[src/rtl/uart_arb_pkg.sv]
// Shared types and constants for the UART transmitter arbiter.
package uart_arb_pkg;

  localparam int DATA_W = 8;

  typedef enum logic [1:0] {
    IDLE,
    SEND,
    WAIT_DONE
  } arb_state_t;

endpackage

[src/rtl/rr_priority_pick.sv]
// Round-robin pick: first set request bit at or above ptr, wrapping modulo N_REQ.
module rr_priority_pick #(
  parameter int N_REQ = 4
) (
  input  logic [N_REQ-1:0]         req,
  input  logic [$clog2(N_REQ)-1:0] ptr,
  output logic                     found,
  output logic [$clog2(N_REQ)-1:0] idx
);

  localparam int IDX_W = $clog2(N_REQ);
  localparam int POS_W = $clog2(2 * N_REQ);

  logic [N_REQ-1:0]   below;
  logic [2*N_REQ-1:0] dbl;
  logic [POS_W-1:0]   pos;

  // Lower copy masks requesters below ptr; upper copy supplies the wrapped ones.
  always_comb begin
    below = '0;
    for (int unsigned i = 0; i < N_REQ; i++) begin
      below[i] = (IDX_W'(i) < ptr);
    end
    dbl   = {req, req & ~below};
    found = 1'b0;
    pos   = '0;
    for (int unsigned i = 0; i < 2 * N_REQ; i++) begin
      if (!found && dbl[i]) begin
        found = 1'b1;
        pos   = POS_W'(i);
      end
    end
    if (pos >= POS_W'(N_REQ)) begin
      idx = IDX_W'(pos - POS_W'(N_REQ));
    end else begin
      idx = IDX_W'(pos);
    end
  end

endmodule

[src/rtl/uart_tx_arbiter.sv]
// Round-robin arbiter sharing one serial transmitter among N_REQ byte sources,
// with a send-handshake timeout that aborts a transfer the transmitter never accepts.
module uart_tx_arbiter
  import uart_arb_pkg::*;
#(
  parameter int N_REQ        = 4,
  parameter int SEND_TIMEOUT = 16
) (
  input  logic                         clk,
  input  logic                         reset_n,
  input  logic [N_REQ-1:0]             req,
  input  logic [N_REQ-1:0][DATA_W-1:0] req_data,
  output logic [N_REQ-1:0]             ack,
  output logic                         tx_send,
  output logic [DATA_W-1:0]            tx_data,
  input  logic                         tx_rdy,
  output logic                         busy,
  output logic [$clog2(N_REQ)-1:0]     grant_idx,
  output logic                         err
);

  localparam int IDX_W = $clog2(N_REQ);
  localparam int CNT_W = $clog2(SEND_TIMEOUT) + 1;

  arb_state_t       state;
  logic [IDX_W-1:0] ptr;
  logic [CNT_W-1:0] cnt;
  logic             pick_found;
  logic [IDX_W-1:0] pick_idx;
  logic [IDX_W-1:0] next_ptr;

  rr_priority_pick #(
    .N_REQ(N_REQ)
  ) u_pick (
    .req  (req),
    .ptr  (ptr),
    .found(pick_found),
    .idx  (pick_idx)
  );

  always_comb begin
    next_ptr = grant_idx + 1'b1;
    if (grant_idx == IDX_W'(N_REQ - 1)) begin
      next_ptr = '0;
    end
  end

  always_ff @(posedge clk or negedge reset_n) begin
    if (!reset_n) begin
      state     <= IDLE;
      ptr       <= '0;
      grant_idx <= '0;
      tx_data   <= '0;
      tx_send   <= 1'b0;
      ack       <= '0;
      err       <= 1'b0;
      busy      <= 1'b0;
      cnt       <= '0;
    end else begin
      ack <= '0;
      err <= 1'b0;
      case (state)
        IDLE: begin
          if (tx_rdy && pick_found) begin
            state     <= SEND;
            tx_send   <= 1'b1;
            busy      <= 1'b1;
            tx_data   <= req_data[pick_idx];
            grant_idx <= pick_idx;
            cnt       <= '0;
          end
        end
        SEND: begin
          if (!tx_rdy) begin
            state   <= WAIT_DONE;
            tx_send <= 1'b0;
            cnt     <= '0;
          end else if (cnt == CNT_W'(SEND_TIMEOUT - 1)) begin
            // Abort: advance past the stuck winner so the others still get served.
            state   <= IDLE;
            tx_send <= 1'b0;
            busy    <= 1'b0;
            err     <= 1'b1;
            ptr     <= next_ptr;
            cnt     <= '0;
          end else begin
            cnt <= cnt + 1'b1;
          end
        end
        WAIT_DONE: begin
          if (tx_rdy) begin
            state          <= IDLE;
            busy           <= 1'b0;
            ack[grant_idx] <= 1'b1;
            ptr            <= next_ptr;
          end
        end
        default: begin
          state   <= IDLE;
          tx_send <= 1'b0;
          busy    <= 1'b0;
        end
      endcase
    end
  end

endmodule

[config.mk]
export PLATFORM = sky130hd
export DESIGN_NAME = uart_tx_arbiter
export DESIGN_NICKNAME = d
export VERILOG_FILES = /design/src/rtl/uart_arb_pkg.sv /design/src/rtl/rr_priority_pick.sv /design/src/rtl/uart_tx_arbiter.sv
export SDC_FILE = /design/constraint.sdc
export NUM_CORES = 1
export LEC_CHECK = 0
export CAP_MARGIN = 10
export CORE_MARGIN = 5
export CORE_UTILIZATION = 44
export DETAILED_ROUTE_END_ITERATION = 6
export PLACE_DENSITY = 0.8
export SETUP_SLACK_MARGIN = 0.2
export SLEW_MARGIN = 0
export SYNTH_ARGS = -nofsm -noshare
export SYNTH_HDL_FRONTEND = slang
export SYNTH_HIERARCHICAL = 1
export SYNTH_SLANG_ARGS = --single-unit
[constraint.sdc]
create_clock -name clk -period 2.49 [get_ports clk]
set_clock_uncertainty 0.05 [all_clocks]
set_input_delay 0.6225 -clock clk [delete_from_list [all_inputs] [get_ports clk]]
set_output_delay 0.6225 -clock clk [all_outputs]
set_load 0.01 [all_outputs]
==> flow_metrics.tcl <==
set metrics [dict create \
    cpPeakStageDelay_ps 510 \
    post-route-cell-area_mm2 0.00213 \
    fin_crit_sh_pct 88.6 \
    syn_inst 116 \
    clk_pin_slew_ps 130 \
    nNetsFinal 221 \
    cp_max_fo 5 \
    place_ws_ps -335 \
    grt_pass1_vias 1270 \
    dp_cells 218 \
    ant_nets 0 \
    fin_crit_ps 2210 \
    areaGrowthSynthToFinish_pct 45.5 \
    grt_start_max_net_pins 27 \
    grt-ovfl-total 0 \
    clockBufferDepth 2 \
    yosys_most_used_dff "dfrtp_1" \
    finalWirelength_um 3460 \
    layout.cells.non_filler 222 \
    setup.worst_path.start_class "input pin" \
    syn-cell-area_mm2 0.00147 \
    cts_root_buffer "clkbuf_4" \
    holdWs_ps 470 \
    die-area_mm2 0.00458 \
    synth_top_area_cell "dfrtp_1" \
    dr_wl_met3_um 198 \
    status "finished clean" \
    leakagePower_nw 0.937 \
    fmax_mhz 453 \
    grt_pass1_wl_um 5510 \
    critical_path.top_delay_family "multiplexers" \
    dr_wl_met2_um 1780 \
    synth_cell_types 37 \
    tightest_slew_ps 371 \
    slew_headroom_pct 75.3 \
    synthArstFlopShare_pct 100 \
    fp.dieH_um 67.7 \
    syn_nets 160 \
    cts_made_buffers 3 \
    min_path_type "reg -> reg" \
    start_util_pct 44.6 \
    crit_required_ps 2660 \
    crit_slowest_cell "mux4_2" \
    setup_viol_count_final 0 \
    slew_viol_final 0 \
    yosys_warnings 6 \
    crit_chain "dlygate4sd2_1 > mux2i_1 > nor2_1 > a311oi_2 > buf_4 > mux4_2 > mux2_4" \
    worst_slack_ps 284 \
    dp_hpwl_um 2880 \
    insertion_delay_ps 310 \
    cts_sinks 26 \
    avgViaCountPerCell 5.13 \
    drive_gt1_share_pct 21.0 \
    peakVddDrop_uv 450 \
    power_density_mw_per_mm2 902 \
    first_pass_iters 4 \
    highest_layer "met4" \
    cap_violations 0 \
    seq_area_frac_synth_pct 44.4 \
    cts_tree "built" \
    synthTopCellsByCount "26 x dfrtp_1, 8 x mux4_2, 7 x inv_1, 7 x o21ai_0" \
    avgSynthCellArea_um2 12.6 \
    yosysTopAreaCellShare_pct 44.4 \
    ys_ff_latch 26 \
    gp_congestion 0.763 \
    boundaryPins 56 \
    htree_levels 1 \
    critical_path_class "in -> reg" \
    die_w_um 67.7 \
    fp-row-count 21 \
    grt.total_usage_pct 16.0 \
    yosysMostFrequentCell "dfrtp_1" \
    nFillCells 272 \
    synth_edf_count 0 \
    rsz0062_at_grt "no" \
    drc 0 \
    final-hold-violation-count 0 \
    n_antenna_cell 0 \
    arrival_ps 2370 \
    vias 1138 \
    met1_length_um 1390 \
    postCtsHoldBufs 0 \
    critical_path_buf_inv_count 2 \
    drt_iter0_markers 48 \
    place_area_mm2 0.00210 \
    wl_per_cell_um 15.6 \
    antenna_found_initial 0 \
    synth_area_leaders "dfrtp_1 44%, mux4_2 12%, mux2_4 5.1%, buf_6 4.6%, ha_1 4.3%" \
    worstSetupEndpointType "flop" \
    core_region_area_mm2 0.00328 \
    portBuffers 55 \
    postCtsSetupRepairBufs 0 \
]
==> report_power, final <==
part	internal, mW	switching, mW	total, mW
clock network	0.0894	0.118	0.208
registers	0.573	0.160	0.733
logic	0.621	0.362	0.983
total	1.28	0.641	1.92
==> cells in the final DEF (no fill, tap or decap), drive strengths merged, types with 2 or more instances in the layout <==
master,count
and2,4
o21ai,7
a21o,2
clkbuf,4
mux2i,2
ha,5
nand2,6
nand2b,2
buf,9
a21oi,5
and3b,2
dlygate4sd2,4
mux2,10
mux4,8
nor2,4
dfrtp,26
clkdlybuf4s50,51
nand3,2
inv,7
==> per-layer routing <==
layer  up-vias  GRT usage, %
li1        540             -
met1       544          18.8
met2        46          27.9
met3         8          2.83
met4         0          7.59
met5         -             0
==> worst paths after layout <==
kind                         start         end  cells after the start  slack [ps]
max                         req[2]  tx_data[6]                      7         280
min                         cnt[4]      cnt[4]                      1         470
max reg2reg                 ptr[1]  tx_data[6]                      6         350
min reg2reg                 cnt[4]      cnt[4]                      1         470
max in group asynchronous  reset_n      ptr[1]                      2        1520
min in group asynchronous  reset_n         err                      2         610
==> registers in the layout, summed over array words and instances (netlist names) <==
name / flops
tx_data: 8
cnt: 5
ack: 4
grant_idx: 2
ptr: 2
state: 2
busy: 1
err: 1
tx_send: 1
==> per-stage QoR <==
step	setup TNS (ps)	total power [mW]	utilization [%]
3_5_place_dp	-2550	1.73	63.8
4_1_cts	0	1.94	64.9
3_3_place_gp	-1470	1.69	63.8
5_1_grt	0	2.05	64.9
2_1_floorplan	0	1.31	-
6_report	0	1.92	64.9
==> what timing repair did <==
item / 4_1_cts / 5_1_grt
resized for setup: 5 / 1
pin swaps: 1 / 0
setup endpoints to repair: 8 / 3
==> final cells by class <==
cell class | count | area, um^2 | share of cell area, %
Multi-Input combinational cell | 75 | 722 | 33.9
Tap cell | 46 | 57.6 | 2.70
Clock buffer | 4 | 36.3 | 1.70
Inverter | 7 | 26.3 | 1.23
Sequential cell | 26 | 652 | 30.6
Timing Repair Buffer | 64 | 638 | 29.9
==> cells by family (layout without fill, tap and decap cells) <==
group	Yosys count	count (layout)	synth area share [%]
fa+ha+maj	5	5	4.27
xor+xnor	1	1	0.598
compound gates	23	23	10.3
flops	26	26	44.4
simple gates	26	26	10.8
buf+inv	15	75	7.00
mux	20	20	22.6
No activity file was read; power rests on OpenSTA's default activity.
